[src/rtl/dsp_cfg_loader.sv]
// Serialises CFG_BITS of host config LSB-first onto a DSP config chain; a word's bits appear 1..n cycles after its handshake.
// Host backpressure: cfg_ready is high only in LOAD, so the host holds cfg_word while the previous word shifts out.
module dsp_cfg_loader #(
  parameter int CFG_BITS   = 20,
  parameter int WORD_W     = 8,
  parameter int SETTLE_CYC = 2
) (
  input  logic              clk,
  input  logic              rst_n,
  input  logic              start,
  input  logic              abort,
  input  logic [WORD_W-1:0] cfg_word,
  input  logic              cfg_valid,
  output logic              cfg_ready,
  output logic              configuration_input,
  output logic              configuration_enable,
  output logic              dsp_freeze,
  output logic              busy,
  output logic              done,
  output logic              aborted
);

  localparam int SW  = $clog2(CFG_BITS + 1);
  localparam int CW  = $clog2(WORD_W + 1);
  localparam int SCW = (SETTLE_CYC > 1) ? $clog2(SETTLE_CYC + 1) : 1;

  typedef enum logic [2:0] {
    IDLE   = 3'd0,
    LOAD   = 3'd1,
    SHIFT  = 3'd2,
    SETTLE = 3'd3,
    DONE   = 3'd4
  } state_t;

  state_t            state;
  logic [SW-1:0]     sent;
  logic [CW-1:0]     rem;
  logic [SCW-1:0]    settle_cnt;
  logic [WORD_W-1:0] shreg;
  logic [WORD_W-1:0] sh_next;
  logic [CW-1:0]     chunk;

  assign cfg_ready = (state == LOAD);
  assign sh_next   = shreg >> 1;

  // The final word may only be partly used; its upper bits are never shifted.
  always_comb begin
    chunk = CW'(WORD_W);
    if (CFG_BITS - int'(sent) < WORD_W)
      chunk = CW'(CFG_BITS - int'(sent));
  end

  always_ff @(posedge clk or negedge rst_n) begin
    if (!rst_n) begin
      state                <= IDLE;
      sent                 <= '0;
      rem                  <= '0;
      settle_cnt           <= '0;
      shreg                <= '0;
      configuration_input  <= 1'b0;
      configuration_enable <= 1'b0;
      dsp_freeze           <= 1'b0;
      busy                 <= 1'b0;
      done                 <= 1'b0;
      aborted              <= 1'b0;
    end else if (abort) begin
      // The DSP chain keeps whatever bits already went in; only our counters clear.
      state                <= IDLE;
      sent                 <= '0;
      rem                  <= '0;
      settle_cnt           <= '0;
      configuration_input  <= 1'b0;
      configuration_enable <= 1'b0;
      dsp_freeze           <= 1'b0;
      busy                 <= 1'b0;
      done                 <= 1'b0;
      aborted              <= 1'b1;
    end else begin
      done    <= 1'b0;
      aborted <= 1'b0;
      case (state)
        IDLE: begin
          if (start) begin
            state      <= LOAD;
            sent       <= '0;
            busy       <= 1'b1;
            dsp_freeze <= 1'b1;
          end
        end
        LOAD: begin
          if (cfg_valid) begin
            shreg                <= cfg_word;
            configuration_input  <= cfg_word[0];
            configuration_enable <= 1'b1;
            rem                  <= chunk;
            state                <= SHIFT;
          end
        end
        SHIFT: begin
          sent <= sent + 1'b1;
          if (rem > CW'(1)) begin
            shreg               <= sh_next;
            configuration_input <= sh_next[0];
            rem                 <= rem - 1'b1;
          end else begin
            configuration_enable <= 1'b0;
            configuration_input  <= 1'b0;
            rem                  <= '0;
            if (int'(sent) + 1 < CFG_BITS) begin
              state <= LOAD;
            end else begin
              state      <= SETTLE;
              settle_cnt <= '0;
            end
          end
        end
        SETTLE: begin
          if (int'(settle_cnt) >= SETTLE_CYC - 1) begin
            state <= DONE;
            done  <= 1'b1;
          end else begin
            settle_cnt <= settle_cnt + 1'b1;
          end
        end
        DONE: begin
          state      <= IDLE;
          sent       <= '0;
          busy       <= 1'b0;
          dsp_freeze <= 1'b0;
        end
        default: state <= IDLE;
      endcase
    end
  end

endmodule
[config.mk]
export PLATFORM = sky130hd
export DESIGN_NAME = dsp_cfg_loader
export DESIGN_NICKNAME = d
export VERILOG_FILES = /design/src/rtl/dsp_cfg_loader.sv
export SDC_FILE = /design/constraint.sdc
export NUM_CORES = 1
export LEC_CHECK = 0
export ABC_AREA = 1
export BUFFER_PORTS_ARGS = -buffer_cell sky130_fd_sc_hd__buf_2
export CORE_MARGIN = 10
export CORE_UTILIZATION = 57
export CTS_CLUSTER_SIZE = 8
export DETAILED_ROUTE_END_ITERATION = 12
export GPL_TIMING_DRIVEN = 0
export PLACE_DENSITY = 0.8
export SYNTH_ARGS = -nofsm -noshare
export SYNTH_HDL_FRONTEND = slang
export SYNTH_SLANG_ARGS = --single-unit
[constraint.sdc]
create_clock -name clk -period 1.8 [get_ports clk]
set_clock_uncertainty 0.1 [all_clocks]
set_input_delay 0.36 -clock clk [delete_from_list [all_inputs] [get_ports clk]]
set_output_delay 0.36 -clock clk [all_outputs]
set_load 0.01 [all_outputs]
==> impl_metrics.ini, run 1 <==
[sta]
post-route-min-period_ns = 1.71
setup_viol = 0
hold_viol_final = 0
fmax_mhz = 586
tightest_slew_ns = 0.576
fin_crit_sh = 0.948
finalMaxSlewViolations = 0
rsz0062_at_grt = yes
relSlewSlack = 0.616
setup_slack_ns = 0.0930

[critical_path]
cp-endpoint = settle_cnt[0]$_DFFE_PN0P_
worstPathRequired_ns = 1.94
startpoint = sent[0]$_DFFE_PN0P_
cp-end-kind = register
crit-reg2reg-launch = sent[0]$_DFFE_PN0P_
rr_worst_depth = 8
timing.rr.end = settle_cnt[0]$_DFFE_PN0P_
setup.worst_path.start_class = register
r2r_slack_ns = 0.09
crit_fanout = 7
path_class = register to register
cp.arrival_ns = 1.84

[pwr]
power.leakage_nw = 0.954
pwr-share-clk = 0.129
p_int_mw = 1.33
vdd_drop_max_uv = 1080
switching_share = 0.429
seqPwrFrac = 0.364
combPwrFrac = 0.506
p_per_area_nw_per_um2 = 1270
p_switching_mw = 1.00
p_total_mw = 2.33

[synth]
ys_seq_elements = 26
syn_area_sq_um = 1610
synth_fp_nets = 228
synth.avg_cell_area_sq_um = 7.65
ys_seq_area_frac = 0.405
yosysWarnings = 0
yosysUniqueCellTypes = 30
async_flop_share = 1.00
synth_cells = 210
synth_enable_flop_cells = 0
synth_ff_type = dfrtp_1

[finish]
num_antenna_cells = 0
drive_gt1_frac = 0.246
layout_commonest_cell = nand2_1
n_fill_cell = 238
syn_to_final_growth_pct = 14.3
nNetsFinal = 255
most-common-layout-cells = 62 x nand2_1, 27 x inv_1, 23 x dfrtp_1

[clock_network]
cts_buffer_depth = 2
h-tree-depth = 1
clock-sinks = 26
clkLatencyLatePin_ns = 0.33
clk_pin_slew_worst_paths_ns = 0.14
cts_buffers = 3
cts_tree = built
cts-root-buf = clkbuf_4

[status]
status = finished, final reports clean

[route]
routed_via_density = 5.24
first_pass_iters = 4
first_iter_violations = 69
vias = 1399
drt_wl_total_um = 3210
drcViolationCount = 0
detail-route-antenna-nets = 0
wire_per_inst_um = 12.0

[placed_design]
dp_hpwl_um = 2410
io_buffers = 19
dp_slack_ns = -0.0595
gp_congestion = 0.879

[min_path]
hp-class = input pin to register
hold_start = abort

[floorplanning]
die_area_sq_um = 5340
io_pins = 20
rows = 19
die_x_um = 73.1
start_util = 0.588
design.core.area_sq_um = 2730
die_y_um = 73.1

[grt]
grt_antenna_before_repair = 0
grt_usage = 0.128
grt_first_pass_wirelength_um = 5710
first_global_vias = 1362
grt_remaining_overflow = 0
grt_max_degree = 27

[run]
maxCapViolations = 0
## through the flow
step | instance area [sq um] | hold WS [ns] | std cells | util | TNS, ns
after floorplan | 1610 | -0.0356 | 210 | - | 0
after global placement | 1740 | 0.286 | 260 | 0.637 | -0.194
after detailed placement | 1740 | 0.290 | 260 | 0.637 | -0.341
after CTS | 1790 | 0.116 | 265 | 0.655 | 0
after global routing | 1840 | 0.126 | 267 | 0.671 | -0.0293
final | 1840 | 0.132 | 267 | 0.671 | 0
## layout make-up
type                    count  area (sq um)  area share
well taps                  31          38.8      0.0211
inverters                  30           115      0.0627
repair buffers             22           120      0.0654
multi-input cells         148           821       0.447
flip-flops and latches     26           654       0.357
plain buffers               6          50.0      0.0273
clock buffers               4          36.3      0.0198
## synth_stat cells (3+ instances only)
master   number  area (sq um)
buf_2         3          15.0
dfrtp_1      26           651
ha_1          5          62.6
inv_1        28           105
nand2_1      63           236
nand2_4       4          45.0
nand3_1      12          60.1
nand4_1       4          25.0
nor2_1       15          56.3
nor3_1        3          15.0
o21ai_0      16          80.1
o21ai_2       5          43.8
xor2_1        3          26.3
## worst min path at each step
stage | end | depth (start not counted)
after floorplan | aborted$_DFF_PN0_ | 0
after global placement | done$_DFF_PN0_ | 1
after detailed placement | done$_DFF_PN0_ | 1
after CTS | aborted$_DFF_PN0_ | 1
after global routing | aborted$_DFF_PN0_ | 1
final | aborted$_DFF_PN0_ | 1
## state kept, by name, indices dropped and copies added (netlist names)
register / count
shreg: 7
configuration_input: 1
configuration_enable: 1
busy: 1
sent: 5
rem: 4
state: 3
done: 1
settle_cnt: 2
aborted: 1
## cells by family (layout without fill, tap and decap cells)
group,count (synthesis),after routing,synth area share
AO/OA/AOI/OAI,31,31,0.119
XOR/XNOR,4,4,0.0218
adder cells (fa/ha/maj),5,5,0.0389
buffers and inverters,36,62,0.101
flip-flops,26,26,0.405
AND/OR/NAND/NOR,108,108,0.314
## critical path: stages, from the launching register on
cell     delay [ns]
dfrtp_2        0.48
ha_1           0.24
nand3_1        0.10
xor2_1         0.21
nand2_1        0.11
nand4_1        0.14
nand3_1        0.12
nand2_1        0.07
nand2_1        0.05
## layer usage
layer,part of all wire,global-route usage,vias up,wire [um]
met5,0,0,-,0
met1,0.46,0.149,649,1470
met4,0.013,0.0527,0,42
li1,-,-,725,-
met2,0.50,0.223,20,1600
met3,0.032,0.0231,5,104
## repair_timing
| item | CTS | global route |
|---|---|---|
| resized for setup | 4 | 10 |
| pin swaps | 0 | 2 |
| setup endpoints to repair | 14 | 15 |
| hold endpoints to repair | 26 | 0 |
| hold buffers | 1 | 0 |
| setup buffers | 0 | 2 |
## power groups by stage
stage / logic [mW] / registers, mW / clock network, mW
2_1_floorplan: 0.863 / 0.850 / 0
3_3_place_gp: 1.09 / 0.851 / 0
6_report: 1.18 / 0.851 / 0.301
3_5_place_dp: 1.11 / 0.856 / 0
5_1_grt: 1.34 / 0.874 / 0.319
4_1_cts: 1.12 / 0.848 / 0.308
Note: power is estimated with default switching activity, not from simulation.
==> run 2, diff against run 1 <==
==> constraint.sdc (replaced) <==
create_clock -name clk -period 1.8 [get_ports clk]
set_clock_uncertainty 0.1 [all_clocks]
set_input_delay 0.18 -clock clk [delete_from_list [all_inputs] [get_ports clk]]
set_output_delay 0.18 -clock clk [all_outputs]
set_load 0.01 [all_outputs]
==> run 2 against run 1 <==
Against the previous run: sequential power is essentially flat; clock power about the same; count of clock-buffer cells in the layout did not move; final area grew 1.2%; maximum frequency about the same; via count grew 0.43%; sequential share of layout area down 0.43 points; non-clock buffer count up 2; first-iteration DRC count up 4.3%; utilization grew 0.82 points; total power increased by 0.20%; highest routed layer unchanged.
==> impl_metrics.ini, run 2 (synthesized netlist as in run 1, its figures left out) <==
[status]
status = finished, final reports clean

[finish]
n_fill_cell = 235
nNetsFinal = 257
most-common-layout-cells = 62 x nand2_1, 27 x inv_1, 23 x dfrtp_1
fin_cells = 269
regMostFlops = shreg
drive_gt1_frac = 0.244
syn_to_final_growth_pct = 15.7
largest_reg_flops = 7
utilization = 0.680
top_regs = shreg (7), sent (5), rem (4)
layout_commonest_cell = nand2_1
num_antenna_cells = 0

[route]
vias = 1405
first_iter_violations = 72
drt_wl_total_um = 3240
wire_per_inst_um = 12.1
routed_via_density = 5.22
first_pass_iters = 4
detail-route-antenna-nets = 0
drcViolationCount = 0

[floorplanning]
start_util = 0.588
die_y_um = 73.1
rows = 19
die_x_um = 73.1
io_pins = 20
die_area_sq_um = 5340
design.core.area_sq_um = 2730

[sta]
setup_slack_ns = 0.0947
hold_viol_final = 0
tightest_slew_ns = 0.575
fmax_mhz = 586
relSlewSlack = 0.617
finalMaxSlewViolations = 0
post-route-min-period_ns = 1.71
setup_viol = 0
fin_crit_sh = 0.947
setup_tns_ns = 0
rsz0062_at_grt = yes

[critical_path]
startpoint = sent[0]$_DFFE_PN0P_
cp.arrival_ns = 1.84
cp-endpoint = settle_cnt[0]$_DFFE_PN0P_
cp.depth = 8
crit-reg2reg-launch = sent[0]$_DFFE_PN0P_
cp_common_cell = nand2_1
critPathTopFamily = simple AND/OR/NAND/NOR gates
path_class = register to register
rr_worst_depth = 8
r2r_slack_ns = 0.09
critPathMaxStageDelay_ns = 0.48
cp-end-kind = register
cp_num_buf_inv = 0
worstPathRequired_ns = 1.94
crit_fanout = 7
setup.worst_path.start_class = register
timing.rr.end = settle_cnt[0]$_DFFE_PN0P_
slowest_stage = dfrtp_2
path_cells = ha_1 > nand3_1 > xor2_1 > nand2_1 > nand4_1 > nand3_1 > nand2_1 > nand2_1

[grt]
grt_antenna_before_repair = 0
globalRouteMet2Util = 0.226
grt_use_met3 = 0.0218
grt_remaining_overflow = 0
first_global_vias = 1363
grt_usage = 0.130
met1_usage = 0.152
grt_first_pass_wirelength_um = 5780
grt_max_degree = 27
busiest_layer = met2

[placed_design]
dpl.cell_count = 260
io_buffers = 19
dp_hpwl_um = 2410
dp_slack_ns = -0.0490
gp_congestion = 0.879

[clock_network]
cts-root-buf = clkbuf_4
clk_pin_slew_worst_paths_ns = 0.14
cts_buffers = 3
clock-sinks = 26
cts_buffer_depth = 2
clkLatencyLatePin_ns = 0.32
h-tree-depth = 1
cts_tree = built

[min_path]
hold_start = cfg_word[0]
hold_depth = 3
hp-class = input pin to register

[pwr]
p_switching_mw = 1.00
vdd_drop_max_uv = 1080
p_int_mw = 1.34
pwr-share-clk = 0.128
combPwrFrac = 0.509
p_per_area_nw_per_um2 = 1260
seqPwrFrac = 0.363
power.leakage_nw = 0.963
switching_share = 0.429
p_total_mw = 2.34

[run]
maxCapViolations = 0
## run 2: cell count changes in the layout (fill, tap and decap cells not counted)
cell           delta
dlygate4sd3_1     +2
clkbuf_4          +1
buf_2             -1
## run 2: tightest hold or removal path, cell delays in order
cell and delay, ns:
buf_2 0.07, a21oi_1 0.05, o21ai_0 0.13
## run 2: power by group through the flow
stage	logic, mW	registers (mW)	clock network (mW)
2_1_floorplan	0.863	0.850	0
6_report	1.19	0.850	0.299
5_1_grt	1.35	0.874	0.319
3_3_place_gp	1.09	0.851	0
3_5_place_dp	1.11	0.856	0
4_1_cts	1.13	0.848	0.308
## run 2: layer usage
metal,vias to the layer above,part of all wire,routed length [um]
met3,5,0.031,101
met5,-,0,0
met1,651,0.46,1490
li1,729,-,-
met4,0,0.013,42
met2,20,0.50,1610
## run 2: cell type report
| cell class | count | area, sq um | share of cell area |
|---|---|---|---|
| Sequential cell | 26 | 654 | 0.352 |
| Clock buffer | 4 | 36.3 | 0.0195 |
| Buffer | 6 | 50.0 | 0.0269 |
| Timing Repair Buffer | 24 | 143 | 0.0768 |
| Tap cell | 31 | 38.8 | 0.0209 |
| Multi-Input combinational cell | 148 | 821 | 0.442 |
| Inverter | 30 | 115 | 0.0620 |
## run 2: worst min-delay path by stage
| stage | endpoint | slack [ns] |
|---|---|---|
| after floorplan | aborted$_DFF_PN0_ | -0.22 |
| after global placement | done$_DFF_PN0_ | 0.11 |
| after detailed placement | done$_DFF_PN0_ | 0.11 |
| after CTS | configuration_input$_DFFE_PN0P_ | 0.03 |
| after global routing | configuration_input$_DFFE_PN0P_ | 0.06 |
| final | configuration_input$_DFFE_PN0P_ | 0.03 |
## run 2: through the flow
| step | instance area (sq um) | hold WS [ns] |
|---|---|---|
| 6_report | 1860 | 0.0296 |
| 5_1_grt | 1860 | 0.0633 |
| 4_1_cts | 1810 | 0.0275 |
| 3_5_place_dp | 1740 | 0.110 |
| 3_3_place_gp | 1740 | 0.106 |
| 2_1_floorplan | 1610 | -0.216 |
## run 2: what timing repair did
action	in CTS	in global routing
setup endpoints to repair	14	15
gates resized for setup	4	11
hold endpoints to repair	28	0
pin swaps	0	2
hold buffers	3	0
buffers inserted	0	2
==> run 3, diff against run 2 <==
--- a/config.mk
+++ b/config.mk
@@ -7,6 +7,7 @@
 export LEC_CHECK = 0
 export ABC_AREA = 1
 export BUFFER_PORTS_ARGS = -buffer_cell sky130_fd_sc_hd__buf_2
+export CORE_ASPECT_RATIO = 1.5
 export CORE_MARGIN = 10
 export CORE_UTILIZATION = 57
 export CTS_CLUSTER_SIZE = 8
==> run 3 against run 2 <==
Against the previous run: cell count increased by 2.2%; first-iteration DRC count decreased by 25%; critical path type unchanged; utilization increased by 1.9 points; global-route usage about the same; flip-flop and latch count unchanged.
==> impl_metrics.ini, run 3 (synthesized netlist as in run 1, its figures left out) <==
[critical_path]
cp-end-kind = register
worstPathRequired_ns = 1.90
rr_worst_depth = 11
path_class = register to register
crit_fanout = 10
crit-reg2reg-launch = state[0]$_DFFE_PN0P_
timing.rr.end = shreg[6]$_DFFE_PN0P_
r2r_slack_ns = 0.11
cp.arrival_ns = 1.79
setup.worst_path.start_class = register

[finish]
fin_cells = 275
num_antenna_cells = 0
largest_reg_flops = 7
drive_gt1_frac = 0.239
utilization = 0.699
syn_to_final_growth_pct = 16.4
top_regs = shreg (7), sent (5), rem (4)
n_fill_cell = 247
layout_commonest_cell = nand2_1
nNetsFinal = 257
regMostFlops = shreg
most-common-layout-cells = 62 x nand2_1, 27 x inv_1, 23 x dfrtp_1
fin_area_sq_um = 1870

[sta]
rsz0062_at_grt = yes
fin_crit_sh = 0.940
hold_viol_final = 0
setup_viol = 0
post-route-min-period_ns = 1.69
finalMaxSlewViolations = 0
relSlewSlack = 0.618
tightest_slew_ns = 0.573
fmax_mhz = 591
holdWs_ns = 0.0243

[pwr]
power.leakage_nw = 0.970
p_per_area_nw_per_um2 = 1310
vdd_drop_max_uv = 786
p_total_mw = 2.46

[clock_network]
cts_buffer_depth = 2
cts_tree = built
clock-sinks = 26
clk_pin_slew_worst_paths_ns = 0.08
cts_buffers = 3
h-tree-depth = 1
cts-root-buf = clkbuf_8
clkLatencyLatePin_ns = 0.27

[placed_design]
io_buffers = 19
gp_congestion = 0.795
placed_area_sq_um = 1750
dp_hpwl_um = 2560
dpl.cell_count = 266

[route]
wire_per_inst_um = 12.5
detail-route-antenna-nets = 0
vias = 1394
first_iter_violations = 54
drt_wl_total_um = 3440
drcViolationCount = 0
first_pass_iters = 4
routed_via_density = 5.07

[min_path]
hold_depth = 1
hold_start = abort
hp-class = input pin to register
holdPathEnd = aborted$_DFF_PN0_

[floorplanning]
design.core.area_sq_um = 2680
rows = 23
start_util = 0.600
die_x_um = 63.3
die_area_sq_um = 5390
die_y_um = 85.0
io_pins = 20

[grt]
first_global_vias = 1423
grt_max_degree = 27
grt_usage = 0.130
grt_first_pass_wirelength_um = 6000
grt_antenna_before_repair = 0
grt_remaining_overflow = 0

[run]
maxCapViolations = 0

[status]
status = finished, final reports clean
run 3: changes by cell type in the layout (fill, tap and decap cells not counted), sizes merged:
| cell | previous run | this run |
|---|---|---|
| dlygate4sd3 | 3 | 1 |
| buf | 26 | 29 |
| clkbuf | 5 | 4 |
run 3: what timing repair did:
action,in CTS,in global routing
setup buffers,0,4
endpoints found under the hold margin,26,0
pin swaps,0,2
gates resized for setup,4,8
setup endpoints to repair,10,15
hold buffers,1,0
run 3: how the worst max path moves through the flow:
stage / start / end
global placement: state[2]$_DFFE_PN0P_ / state[1]$_DFFE_PN0P_
global route: state[0]$_DFFE_PN0P_ / shreg[6]$_DFFE_PN0P_
detailed placement: state[2]$_DFFE_PN0P_ / shreg[6]$_DFFE_PN0P_
floorplan: rem[0]$_DFFE_PN0P_ / state[1]$_DFFE_PN0P_
finish: state[0]$_DFFE_PN0P_ / shreg[6]$_DFFE_PN0P_
CTS: state[0]$_DFFE_PN0P_ / shreg[6]$_DFFE_PN0P_
run 3: stage by stage:
stage	setup slack (ns)	TNS, ns
floorplan	0.159	0
global placement	-0.00578	-0.00615
detailed placement	-0.0229	-0.0712
CTS	0.00262	0
global route	-0.0292	-0.0857
finish	0.107	0
run 3: cell type report:
class	instances	area, sq um	share of cell area
Clock buffer	4	55.1	0.0294
Buffer	6	53.8	0.0288
Tap cell	37	46.3	0.0247
Multi-Input combinational cell	148	811	0.433
Inverter	30	115	0.0615
Sequential cell	26	654	0.350
Timing Repair Buffer	24	135	0.0722
run 3: layer usage:
layer / vias up / share of wire / global-route usage
li1: 719 / - / -
met1: 645 / 0.40 / 0.132
met2: 25 / 0.56 / 0.257
met3: 5 / 0.032 / 0.0237
met4: 0 / 0.012 / 0.0379
met5: - / 0 / 0
run 3: critical path, cell delays in order (launching register included):
cell	delay, ns
dfrtp_2	0.42
inv_4	0.06
nor3_4	0.22
inv_2	0.07
nand2_2	0.08
nand2_4	0.08
nor2_4	0.16
nand2_4	0.08
nand2_4	0.09
buf_12	0.13
nand2_2	0.04
o21ai_1	0.07
run 3: power by group:
group	internal [mW]	switching (mW)	total, mW
clock	0.196	0.179	0.375
combinational	0.479	0.753	1.23
sequential	0.750	0.0995	0.850
total	1.43	1.03	2.46
